===== src/rtl/lc3b_types.sv =====
// rtl/lc3b_types.sv - shared types and line helpers for the l1 data cache
package lc3b_types;

  localparam int C_SET_BITS = 3;

  typedef logic [127:0]            lc3b_c_line;
  typedef logic [11-C_SET_BITS:0]  lc3b_c_tag;
  typedef logic [C_SET_BITS-1:0]   lc3b_c_index;
  typedef logic [2:0]              lc3b_c_offset;

  typedef enum logic [1:0] {
    IDLE      = 2'd0,
    WRITEBACK = 2'd1,
    ALLOCATE  = 2'd2
  } dcache_state_t;

  function automatic logic [15:0] get_word(input lc3b_c_line line, input lc3b_c_offset sel);
    return line[{sel, 4'b0000} +: 16];
  endfunction

  // Byte-lane merge of a 16-bit store into one word of a line.
  function automatic lc3b_c_line merge_word(input lc3b_c_line line, input lc3b_c_offset sel,
                                            input logic [15:0] wdata, input logic [1:0] be);
    lc3b_c_line r;
    r = line;
    if (be[0]) r[{sel, 4'b0000} +: 8] = wdata[7:0];
    if (be[1]) r[{sel, 4'b1000} +: 8] = wdata[15:8];
    return r;
  endfunction

endpackage


===== src/rtl/dcache_way.sv =====
// rtl/dcache_way.sv - one cache way: valid/dirty/tag/data arrays, async read
module dcache_way
  import lc3b_types::*;
#(
  parameter int SET_BITS = 3
) (
  input  logic                 clk,
  input  logic                 rst_n,
  input  logic [SET_BITS-1:0]  index_i,
  output logic                 valid_o,
  output logic                 dirty_o,
  output logic [11-SET_BITS:0] tag_o,
  output lc3b_c_line           data_o,
  input  logic                 word_we_i,
  input  lc3b_c_offset         word_sel_i,
  input  logic [15:0]          word_data_i,
  input  logic [1:0]           word_be_i,
  input  logic                 line_we_i,
  input  logic [11-SET_BITS:0] line_tag_i,
  input  lc3b_c_line           line_data_i
);

  localparam int NSETS = 1 << SET_BITS;

  logic [NSETS-1:0]     valid_q;
  logic [NSETS-1:0]     dirty_q;
  logic [11-SET_BITS:0] tag_q  [NSETS];
  lc3b_c_line           data_q [NSETS];

  always_ff @(posedge clk or negedge rst_n) begin
    if (!rst_n) begin
      valid_q <= '0;
      dirty_q <= '0;
    end else if (line_we_i) begin
      valid_q[index_i] <= 1'b1;
      dirty_q[index_i] <= 1'b0;
    end else if (word_we_i) begin
      dirty_q[index_i] <= 1'b1;
    end
  end

  // Tag and data storage carry no reset; valid gates every use.
  always_ff @(posedge clk) begin
    if (line_we_i) begin
      tag_q[index_i]  <= line_tag_i;
      data_q[index_i] <= line_data_i;
    end else if (word_we_i) begin
      data_q[index_i] <= merge_word(data_q[index_i], word_sel_i, word_data_i, word_be_i);
    end
  end

  assign valid_o = valid_q[index_i];
  assign dirty_o = dirty_q[index_i];
  assign tag_o   = tag_q[index_i];
  assign data_o  = data_q[index_i];

endmodule


===== src/rtl/l1_dcache.sv =====
// rtl/l1_dcache.sv - two-way set-associative write-back write-allocate L1 data cache
module l1_dcache
  import lc3b_types::*;
#(
  parameter int SET_BITS = 3
) (
  input  logic          clk,
  input  logic          rst_n,
  input  logic          mem_read,
  input  logic          mem_write,
  input  logic [15:0]   mem_address,
  input  logic [15:0]   mem_wdata,
  input  logic [1:0]    mem_byte_enable,
  output logic [15:0]   mem_rdata,
  output logic          d_mem_resp,
  output logic          pmem_read,
  output logic          pmem_write,
  output logic [15:0]   pmem_address,
  output logic [127:0]  pmem_wdata,
  input  logic [127:0]  pmem_rdata,
  input  logic          pmem_resp
);

  localparam int TAG_W = 12 - SET_BITS;
  localparam int NSETS = 1 << SET_BITS;

  dcache_state_t        state_q;
  logic [SET_BITS-1:0]  idx_q;
  logic [TAG_W-1:0]     tag_q;
  logic                 way_q;
  logic [NSETS-1:0]     lru_q;
  logic                 pmem_read_q;
  logic                 pmem_write_q;
  logic [15:0]          pmem_addr_q;

  logic [TAG_W-1:0]     req_tag;
  logic [SET_BITS-1:0]  req_idx;
  lc3b_c_offset         req_word;
  logic                 req;
  logic                 addr_unused;

  assign req_tag     = mem_address[15:4+SET_BITS];
  assign req_idx     = mem_address[3+SET_BITS:4];
  assign req_word    = mem_address[3:1];
  assign req         = mem_read | mem_write;
  assign addr_unused = mem_address[0];

  logic [SET_BITS-1:0]  cache_idx;
  logic [1:0]           way_valid;
  logic [1:0]           way_dirty;
  logic [TAG_W-1:0]     way_tag  [2];
  lc3b_c_line           way_data [2];
  logic [1:0]           word_we;
  logic [1:0]           line_we;

  // Outside IDLE the arrays are addressed by the latched miss index.
  assign cache_idx = (state_q == IDLE) ? req_idx : idx_q;

  for (genvar w = 0; w < 2; w++) begin : g_way
    dcache_way #(.SET_BITS(SET_BITS)) u_way (
      .clk         (clk),
      .rst_n       (rst_n),
      .index_i     (cache_idx),
      .valid_o     (way_valid[w]),
      .dirty_o     (way_dirty[w]),
      .tag_o       (way_tag[w]),
      .data_o      (way_data[w]),
      .word_we_i   (word_we[w]),
      .word_sel_i  (req_word),
      .word_data_i (mem_wdata),
      .word_be_i   (mem_byte_enable),
      .line_we_i   (line_we[w]),
      .line_tag_i  (tag_q),
      .line_data_i (pmem_rdata)
    );
  end

  logic hit0, hit1, hit, hit_way, victim;

  assign hit0    = way_valid[0] && (way_tag[0] == req_tag);
  assign hit1    = way_valid[1] && (way_tag[1] == req_tag);
  assign hit     = (state_q == IDLE) && req && (hit0 || hit1);
  assign hit_way = ~hit0;
  assign victim  = lru_q[req_idx];

  always_comb begin
    word_we          = '0;
    line_we          = '0;
    word_we[hit_way] = hit && mem_write;
    line_we[way_q]   = (state_q == ALLOCATE) && pmem_resp;
  end

  assign d_mem_resp   = hit;
  assign mem_rdata    = get_word(way_data[hit_way], req_word);
  assign pmem_read    = pmem_read_q;
  assign pmem_write   = pmem_write_q;
  assign pmem_address = pmem_addr_q;
  assign pmem_wdata   = way_data[way_q];

  always_ff @(posedge clk or negedge rst_n) begin
    if (!rst_n) begin
      state_q      <= IDLE;
      idx_q        <= '0;
      tag_q        <= '0;
      way_q        <= 1'b0;
      lru_q        <= '0;
      pmem_read_q  <= 1'b0;
      pmem_write_q <= 1'b0;
      pmem_addr_q  <= '0;
    end else begin
      case (state_q)
        IDLE: begin
          if (hit) begin
            lru_q[req_idx] <= ~hit_way;
          end else if (req) begin
            idx_q <= req_idx;
            tag_q <= req_tag;
            way_q <= victim;
            if (way_valid[victim] && way_dirty[victim]) begin
              state_q      <= WRITEBACK;
              pmem_write_q <= 1'b1;
              pmem_addr_q  <= {way_tag[victim], req_idx, 4'b0000};
            end else begin
              state_q     <= ALLOCATE;
              pmem_read_q <= 1'b1;
              pmem_addr_q <= {req_tag, req_idx, 4'b0000};
            end
          end
        end
        WRITEBACK: begin
          if (pmem_resp) begin
            state_q      <= ALLOCATE;
            pmem_write_q <= 1'b0;
            pmem_read_q  <= 1'b1;
            pmem_addr_q  <= {tag_q, idx_q, 4'b0000};
          end
        end
        ALLOCATE: begin
          if (pmem_resp) begin
            state_q     <= IDLE;
            pmem_read_q <= 1'b0;
          end
        end
        default: begin
          state_q      <= IDLE;
          pmem_read_q  <= 1'b0;
          pmem_write_q <= 1'b0;
        end
      endcase
    end
  end

endmodule


===== config.mk =====
export PLATFORM = sky130hd
export DESIGN_NAME = l1_dcache
export DESIGN_NICKNAME = d
export VERILOG_FILES = /design/src/rtl/lc3b_types.sv /design/src/rtl/dcache_way.sv /design/src/rtl/l1_dcache.sv
export SDC_FILE = /design/constraint.sdc
export NUM_CORES = 2
export LEC_CHECK = 0
export ABC_CLOCK_PERIOD_IN_PS = 15580
export CELL_PAD_IN_SITES_DETAIL_PLACEMENT = 0
export CELL_PAD_IN_SITES_GLOBAL_PLACEMENT = 2
export CORE_MARGIN = 8
export CORE_UTILIZATION = 45
export DETAILED_ROUTE_END_ITERATION = 8
export PLACE_DENSITY_LB_ADDON = 0.05
export SLEW_MARGIN = 15
export SYNTH_ARGS = -nofsm -noshare
export SYNTH_HDL_FRONTEND = slang
export SYNTH_SLANG_ARGS = --single-unit

===== constraint.sdc =====
create_clock -name clk -period 15.58 [get_ports clk]
set_input_delay 3.116 -clock clk [delete_from_list [all_inputs] [get_ports clk]]
set_output_delay 3.116 -clock clk [all_outputs]
set_load 0.03 [all_outputs]

==> summary.md <==
| Metric | Value |
|---|---|
| PortBufs | 324 |
| Fmax | 0.0746 GHz |
| Post-Route WL | 357 mm |
| Share of layout cells above drive strength 1 | 0.105 |
| CTS tree | built |
| Number of flops mapped to enable cells by yosys | 2,192 |
| FF+latch count, synth | 2,261 |
| Multi-input logic area | 0.0226 mm² |
| Main flop type after synthesis | edfxtp_1 |
| Slack of the critical path | 2.18 ns |
| Dpl cells | 9,046 |
| Worst VDD drop | 218 µV |
| Post-synthesis sequential area ratio | 0.734 |
| Hold Fails Final Rpt | 0 |
| First-pass GRT wire length | 488 mm |
| Worst-path clk slew | 0.06 ns |
| Post-Layout Cell Count | 9,501 |
| DP HPWL | 206 mm |
| Worst-margin pin slew | 1.26 ns |
| Max Cap Viol | 0 |
| DR DRC count | 0 |
| Synth Warn # | 0 |
| Hold_ws | 0.472 ns |
| Leakage power | 0.0352 µW |
| Initial antenna violation count | 18 |
| Worst EP arrival | 10.28 ns |
| Type of the worst min-delay path | reg2reg |
| Dpl ws | 2.18 ns |
| Post-route setup TNS | 0 ns |
| Area delta synth->final | 15.9% |
| DRT Pass-1 Iters | 8 |
| Routed len/inst | 37.6 µm |
| Mapped cell area | 0.0920 mm² |
| CP startpoint kind | input pin |
| Final setup vio count | 0 |
| Die Ht | 468 µm |
| Post-CTS Setup Inserts | 0 |
| Mean Syn Cell Area | 14.6 µm² |
| Vias in the first global route | 58,552 |
| CTS sink cnt | 2,261 |
| Vias | 61,650 |
| Remaining antenna violation count | 0 |
| Most frequent cells in the layout | edfxtp_1 (2,192), nand2_1 (750), a21oi_1 (496) |
| H-tree Lvls | 4 |
| Most common cell after layout, fill and taps aside | edfxtp_1 |
| Iter 0 DRT Violations | 7,887 |
| Die Footprint | 0.219 mm² |
| GPL Wtd Cong | 0.825 |
| Die W | 468 µm |
| Worst-case clock buffer depth | 3 |
| Crit share post-route | 0.860 |
| Core Box Area | 0.204 mm² |
| CTS Hold Buffers Added | 0 |
| RSZ-0062 raised after global routing | false |
| Maximum number of pins on one net before global-route repair | 145 |
| Initial core utilization | 0.451 |
| Worst-Skew Late Latency | 0.88 ns |
| Vias per std cell | 6.49 |
| GRT Resource Usage Total | 0.318 |
| Post-synth ARST share | 0.0305 |
| Max Slew Vio Count | 0 |
| Slew headroom | 0.156 |
| Filler instances | 17,065 |
| Clk_skew | 0.0382 ns |
| Ports | 330 |
| Status | finished, final reports clean |
| Netlist cell types | 84 |
| Critical path required time | 12.46 ns |
| Core Rows | 166 |
| Nets | 6,770 |
| Min Tclk post-route | 13.40 ns |
| Pwr Density | 219 mW/mm² |
| Storage cell area | 0.0676 mm² |
| Total congestion overflow | 0 |
| Total CTS buffers | 237 |
| Post-CTS sizing | 0 |
| Cell count after synthesis | 6,309 |
| Endpoint class of the critical path | output port |
| Crit Path Max Fanout | 21 |
| Root Driver | clkbuf_16 |
| CP Class | in2out |
worst max-delay path, stage by stage:
cell,delay (ns)
clkdlybuf4s50_1,0.68
nor4b_2,0.69
a21o_2,0.86
a22oi_1,0.20
and3_1,0.28
a2111oi_2,0.45
o2111a_1,0.72
nand2_4,0.53
buf_4,0.44
mux4_2,0.59
a22o_1,0.29
nor2_1,0.52
clkdlybuf4s50_1,0.80
cells by family after synthesis:
family,after synthesis,share of synthesized area
other,1,0.0000408
flip-flops,2261,0.734
buffers and inverters,517,0.0236
AO/OA/AOI/OAI,1786,0.134
multiplexers,239,0.0344
adder cells (fa/ha/maj),6,0.000816
AND/OR/NAND/NOR,1488,0.0719
XOR/XNOR,11,0.00105
report_power, final:
part,internal (µW),leakage [µW],total [µW],switching [µW]
logic,3140,0.0108,10300,7170
clock network,3290,0.00379,5660,2370
registers,7170,0.0206,7360,195
path summary, 6_finish.rpt:
kind / from / endpoint / slack (ns) / cells after the start
worst min register to register: g_way[1].u_way.valid_q[5] / g_way[1].u_way.valid_q[5] / 0.47 / 1
min in group asynchronous: rst_n / pmem_address[12] / 2.38 / 1
worst max-delay path: mem_address[6] / mem_rdata[0] / 2.18 / 13
worst min-delay path: g_way[1].u_way.valid_q[5] / g_way[1].u_way.valid_q[5] / 0.47 / 1
worst max register to register: state_q[1] / g_way[0].u_way.data_q[2][12] / 7.12 / 14
max in group asynchronous: rst_n / way_q / 12.46 / 1
per-layer routing:
metal | vias to the layer above | wire length, µm | GRT usage
met4 | 8 | 16200 | 0.123
li1 | 25517 | - | -
met5 | - | 46 | 0
met2 | 3188 | 167000 | 0.510
met1 | 32408 | 145000 | 0.441
met3 | 529 | 28200 | 0.0459
synth_stat cells (all sizes together) (72+ instances only):
| master | count | area share |
|---|---|---|
| a21oi | 498 | 0.027 |
| nand2 | 752 | 0.031 |
| and4 | 72 | 0.0069 |
| buf | 172 | 0.0095 |
| a22o | 111 | 0.011 |
| clkbuf | 308 | 0.013 |
| a222oi | 122 | 0.013 |
| mux2i | 145 | 0.016 |
| nor3 | 93 | 0.0051 |
| o21ai | 279 | 0.015 |
| edfxtp | 2192 | 0.72 |
| a22oi | 471 | 0.038 |
| nor2 | 386 | 0.016 |
stage by stage:
stage,util,total power [µW],cell area (µm²)
final,0.523,23300,107000
after global placement,0.484,17700,98800
after floorplan,-,12900,92000
after detailed placement,0.484,17700,98800
after global routing,0.522,24000,107000
after CTS,0.522,23300,107000
flip-flops by register name (all words and copies together), names as in the netlist, named ones only:
register / cells
state_q: 2
tag_q: 9
g_way.u_way.data_q: 2048
pmem_write: 1
idx_q: 3
g_way.u_way.tag_q: 144
lru_q: 8
way_q: 1
pmem_read: 1
pmem_address: 12
g_way.u_way.valid_q: 16
cell type report:
cell class                      instances  area share
Antenna cell                            6    0.000141
Clock buffer                          322      0.0607
Clock inverter                        127      0.0122
Inverter                               37     0.00135
Multi-Input combinational cell       3534       0.212
Sequential cell                      2261       0.634
Tap cell                             2688      0.0316
Timing Repair Buffer                  526      0.0482
No activity file was read; power rests on OpenSTA's default activity.
